File: src/rtl/crc5_pkg.sv
// crc5_pkg: shared constants, FSM states and the
// Gen2 CRC5 single-bit step (x^5+x^3+1).
package crc5_pkg;

  localparam logic [4:0] CRC5_PRESET = 5'b01001;
  localparam logic       MODE_CHECK  = 1'b0;
  localparam logic       MODE_GEN    = 1'b1;

  typedef enum logic [1:0] {
    S_IDLE,
    S_SHIFT,
    S_EMIT,
    S_DONE
  } state_e;

  function automatic logic [4:0] crc5_next(
    input logic [4:0] crc,
    input logic       b
  );
    logic x;
    x = b ^ crc[4];
    return {crc[3], crc[2] ^ x, crc[1], crc[0], x};
  endfunction

endpackage

File: src/rtl/crc5_lfsr.sv
// crc5_lfsr: 5-bit CRC register, sync preset load
// (priority) and per-bit step enable.
import crc5_pkg::*;

module crc5_lfsr (
  input  logic       clk,
  input  logic       reset,
  input  logic       load,
  input  logic       en,
  input  logic       b,
  output logic [4:0] crc
);

  logic [4:0] crc_q;
  logic [4:0] crc_d;

  always_comb begin
    crc_d = crc_q;
    if (load)
      crc_d = CRC5_PRESET;
    else if (en)
      crc_d = crc5_next(crc_q, b);
  end

  always_ff @(posedge clk) begin
    if (reset)
      crc_q <= CRC5_PRESET;
    else
      crc_q <= crc_d;
  end

  assign crc = crc_q;

endmodule

File: src/rtl/crc5_seq.sv
// crc5_seq: CRC5 CHECK/GEN sequencer (IDLE/SHIFT/EMIT/DONE).
// CRC5_ERRCNT_EN adds the saturating failed-CHECK counter.
import crc5_pkg::*;

module crc5_seq #(
  parameter int LEN_W = 5
) (
  input  logic             clk,
  input  logic             reset,
  input  logic             start,
  input  logic             mode,
  input  logic [LEN_W-1:0] len,
  output logic             busy,
  input  logic             bit_in,
  input  logic             bit_in_valid,
  output logic             bit_in_ready,
  output logic             bit_out,
  output logic             bit_out_valid,
  input  logic             bit_out_ready,
  output logic             done,
  output logic             crc_ok,
  output logic [4:0]       crc_value,
  output logic [7:0]       err_count
);

  state_e           state_q, state_d;
  logic [LEN_W-1:0] cnt_q, cnt_d;
  logic [2:0]       idx_q, idx_d;
  logic             mode_q, mode_d;
  logic             ok_q, ok_d;

  logic       load;
  logic       in_xfer;
  logic       out_xfer;
  logic       res_ok;
  logic       leave;
  logic [4:0] crc;

  // a zero count must not advertise ready,
  // so len==0 consumes no bit
  assign bit_in_ready  = (state_q == S_SHIFT)
                       && (cnt_q != '0);
  assign bit_out_valid = (state_q == S_EMIT);
  assign in_xfer  = bit_in_valid & bit_in_ready;
  assign out_xfer = bit_out_valid & bit_out_ready;
  assign load     = start && (state_q == S_IDLE);
  assign res_ok   = (mode_q == MODE_CHECK)
                  && (crc == 5'd0);

  crc5_lfsr u_lfsr (
    .clk   (clk),
    .reset (reset),
    .load  (load),
    .en    (in_xfer),
    .b     (bit_in),
    .crc   (crc)
  );

  always_comb begin
    state_d = state_q;
    cnt_d   = cnt_q;
    idx_d   = idx_q;
    mode_d  = mode_q;
    ok_d    = ok_q;
    leave   = 1'b0;
    unique case (1'b1)
      (state_q == S_IDLE): begin
        if (start) begin
          state_d = S_SHIFT;
          cnt_d   = len;
          mode_d  = mode;
          ok_d    = 1'b0;
        end
      end
      (state_q == S_SHIFT): begin
        if (cnt_q == '0) begin
          leave = 1'b1;
        end else if (in_xfer) begin
          cnt_d = cnt_q - LEN_W'(1);
          leave = (cnt_q == LEN_W'(1));
        end
        if (leave) begin
          idx_d   = 3'd4;
          state_d = (mode_q == MODE_GEN)
                  ? S_EMIT : S_DONE;
        end
      end
      (state_q == S_EMIT): begin
        if (out_xfer) begin
          idx_d = idx_q - 3'd1;
          if (idx_q == 3'd0)
            state_d = S_DONE;
        end
      end
      (state_q == S_DONE): begin
        ok_d    = res_ok;
        state_d = S_IDLE;
      end
      default: state_d = S_IDLE;
    endcase
  end

  always_ff @(posedge clk) begin
    if (reset) begin
      state_q <= S_IDLE;
      cnt_q   <= '0;
      idx_q   <= 3'd0;
      mode_q  <= MODE_CHECK;
      ok_q    <= 1'b0;
    end else begin
      state_q <= state_d;
      cnt_q   <= cnt_d;
      idx_q   <= idx_d;
      mode_q  <= mode_d;
      ok_q    <= ok_d;
    end
  end

  assign busy      = (state_q != S_IDLE);
  assign done      = (state_q == S_DONE);
  assign crc_value = crc;
  assign bit_out   = bit_out_valid & crc[idx_q];
  // result is visible in the done cycle itself,
  // then held from the flop
  assign crc_ok    = done ? res_ok : ok_q;

`ifdef CRC5_ERRCNT_EN
  logic [7:0] err_q, err_d;

  always_comb begin
    err_d = err_q;
    if (done && (mode_q == MODE_CHECK)
        && (crc != 5'd0) && (err_q != 8'hff))
      err_d = err_q + 8'd1;
  end

  always_ff @(posedge clk) begin
    if (reset)
      err_q <= 8'd0;
    else
      err_q <= err_d;
  end

  assign err_count = err_q;
`else
  assign err_count = 8'd0;
`endif

endmodule

File: config.mk
export PLATFORM = sky130hd
export DESIGN_NAME = crc5_seq
export DESIGN_NICKNAME = d
export VERILOG_FILES = /design/src/rtl/crc5_pkg.sv /design/src/rtl/crc5_lfsr.sv /design/src/rtl/crc5_seq.sv
export SDC_FILE = /design/constraint.sdc
export NUM_CORES = 1
export LEC_CHECK = 0
export ABC_AREA = 1
export CAP_MARGIN = 10
export CORE_UTILIZATION = 44
export DETAILED_ROUTE_END_ITERATION = 12
export PLACE_DENSITY = 0.88
export SKIP_CTS_REPAIR_TIMING = 1
export SYNTH_ARGS = -nofsm -noshare
export SYNTH_HDL_FRONTEND = slang
export SYNTH_SLANG_ARGS = --single-unit
File: constraint.sdc
create_clock -name clk -period 1.4 [get_ports clk]
set_input_delay 0.28 -clock clk [delete_from_list [all_inputs] [get_ports clk]]
set_output_delay 0.28 -clock clk [all_outputs]
set_load 0.05 [all_outputs]
==> summary.txt <==
Outcome
  – Status: finished with violations
  – Failing checks: setup timing

Critical path
  – Crit-path cells: inv_2 > ha_4 > inv_2 > nor2_4 > nand2_4 > nand2_4 > clkinvlp_4 > buf_12
  – Endpoint class of the critical path: output port
  – Crit path arrival time: 1440 ps
  – Buf/Inv on CP: 4
  – Critical Path Slowest Stage Cell: dfxtp_2
  – Worst stage delay on the critical path: 360 ps
  – R2R cell count: 12
  – CP required: around 1100 ps
  – Top delay family on crit path: buffers and inverters
  – Crit Path Category: flop to output port
  – Max FO, Critical Path: 3
  – CP Launch Type: flop
  – CP Depth: 8
  – Reg2Reg Setup Slack: -200 ps

Floorplan
  – Die H: about 55 µm
  – Initial core utilization: 48.0%
  – Num ports: 31
  – Die area: 0.00299 mm²
  – Rows: 18
  – Die width: 54.7 µm
  – Core area: 0.00254 mm²

Finish
  – Area of the multi-input gates: 942 µm²
  – Share of layout cells above drive strength 1: 52.4%
  – Fill count: 140
  – Final nets: 255
  – Register area: 367 µm²
  – Area grow syn2layout: 73.4%
  – ANT cells: 0

Detailed routing
  – Number of DRC markers in iteration 0: 50
  – 1st-pass router iterations: 4
  – WL/cell: 16.7 µm
  – Vias: 1473
  – DRC: 0
  – DR vias/cell: 5.60
  – Routed Antenna Nets: 0
  – Routed WL: 4.40 mm

Placed design
  – Worst slack at placement: -177 ps
  – Buffers on Ports: 22
  – Post-DP HPWL: 2.42 mm
  – RePlAce Congestion: approximately 0.9

STA
  – WHS: 471 ps
  – # setup viols final: 22
  – Setup ws final: -316 ps
  – Final Hold Fails: 0
  – Fmax: 583 MHz
  – Clock skew: 5.42 ps
  – Fin crit share: 123%
  – RSZ-0062 raised after global routing: true
  – Fin crit period: 1720 ps
  – Max-slew violations: 0

Pwr
  – Sw frac: 50.5%
  – Worst vdd ir: 1950 µV
  – Pint: 2630 µW
  – Pwr dens: 2510 mW/mm²
  – Comb power frac: 76.6%
  – Clk pwr share: about 5.5%
  – P_sw: 2680 µW
  – Flop pwr share: between 10% and 20%
  – Pleak: 0.000940 µW

Logic synthesis
  – Synth top area share: between 20% and 30%
  – Mean Syn Cell Area: 6.87 µm²
  – #FFs+latches synth: 17
  – Synth area leader: dfxtp_1
  – Yosys cell types: 26
  – Mapped cell area: 0.00122 mm²
  – Cell count after synthesis: ~180
  – Yosys Warn Count: 0
  – Synth area leaders: dfxtp_1, ha_1, nand2_1
  – Sequential area share after synthesis: about 28%

Clock network
  – Num CTS Buffers: 3
  – Root buf cell: clkbuf_4
  – Clk slew on worst S/H paths: ~120 ps
  – Longest Clk Path Bufs: 2
  – Worst skew pair latency: 310 ps
  – CTS tree: done
  – CTS sink count: 17
  – H-Tree Depth: 1

Worst hold path
  – WHS Path Cells: 2
  – Hold WC Path Type: flop to flop

Global routing
  – All-layer global routing usage: 23.9%
  – First-pass GRT wire length: 5.09 mm
  – Vias in the first global route: 1195
  – Largest net degree at the start of global routing: 11
  – Remaining Overflow, GRT: 0
  – Initial antenna violation count: 0

Run
  – Max-cap violation count: 0
-- registers in the layout, summed over array words and instances, names as in the netlist --
| register | flops |
|---|---|
| u_lfsr.crc | 5 |
| state_q | 2 |
| ok_q | 1 |
| cnt_q | 5 |
| mode_q | 1 |
| idx_q | 3 |
-- placed cells by master, fill, tap and decap left out, types with 5 or more instances in the layout --
master           count
buf_4               21
nor2_1              18
nand2_1             17
inv_1               13
buf_12              12
clkdlybuf4s50_1     11
buf_6               10
inv_2                9
a21oi_1              9
nand3_1              8
nand2_2              8
conb_1               8
nand2_4              7
o21ai_2              7
dfxtp_2              6
dfxtp_1              6
o21ai_1              5
nor2_4               5
o21ai_0              5
dfxtp_4              5
-- power groups by stage --
stage	logic [µW]	registers, µW	clock network (µW)
2_1_floorplan	1800	925	0
3_3_place_gp	2800	853	0
3_5_place_dp	2910	859	0
4_1_cts	2930	849	280
5_1_grt	4300	960	301
6_report	4070	950	292
-- cell type report --
class                      count  area share (%)
multi-input combinational    130            44.5
timing repair buffer          54            29.3
sequential                    17            17.3
inverter                      28            5.90
tap                           30            1.77
clock buffer                   3            1.06
clock inverter                 1           0.236
-- synthesized netlist by cell type --
library cell	instances
a21boi_0	1
a21oi_1	13
buf_4	8
buf_6	2
clkinv_1	1
conb_1	1
dfxtp_1	17
ha_1	9
inv_1	26
inv_2	1
nand2_1	28
nand2_4	4
nand3_1	11
nand3_2	1
nand3_4	1
nand3b_1	2
nand4_1	1
nor2_1	24
nor2_2	1
nor2_4	1
nor3_1	1
o211a_1	1
o211ai_1	2
o21ai_0	18
or2_2	1
xor2_1	2
-- worst reg2reg max path: cells and delay by family, from the launching register on --
| kind | cells | cell delay (ps) |
|---|---|---|
| simple gates | 7 | 640 |
| flops | 1 | 380 |
| fa+ha+maj | 1 | 160 |
| buf+inv | 4 | 330 |
-- metal layers --
layer | share of wire, % | up-vias | global-route usage, %
met3 | 6.7 | 22 | 3.89
met4 | 4.7 | 0 | 12.0
met5 | 0 | - | 0
met2 | 50 | 86 | 40.8
li1 | - | 663 | -
met1 | 39 | 702 | 28.4
-- metrics by stage --
stage	instance area, µm²	util (%)	TNS [ps]	total power, µW	instances
CTS	1820	71.3	-1760	4060	254
finish	2120	83.3	-3020	5310	263
floorplan	1330	-	-62.7	2730	185
global route	2120	83.3	-4150	5560	263
detailed placement	1790	70.3	-1340	3770	250
global placement	1790	70.3	-643	3650	250
-- path summary, 6_finish.rpt --
path	start	end
min	idx_q[2]	idx_q[2]
min reg2reg	idx_q[2]	idx_q[2]
max	cnt_q[1]	bit_in_ready
max reg2reg	cnt_q[1]	cnt_q[3]
-- logic make-up (layout without fill, tap and decap cells) --
group,count (synthesis),count (layout),synth area share (%)
adder cells (fa/ha/maj),9,9,9.21
flip-flops,17,17,27.8
other,1,8,0.307
buffers and inverters,38,86,15.4
AND/OR/NAND/NOR,76,76,30.5
AO/OA/AOI/OAI,35,35,15.4
XOR/XNOR,2,2,1.43
Note: power is estimated with default switching activity, not from simulation.
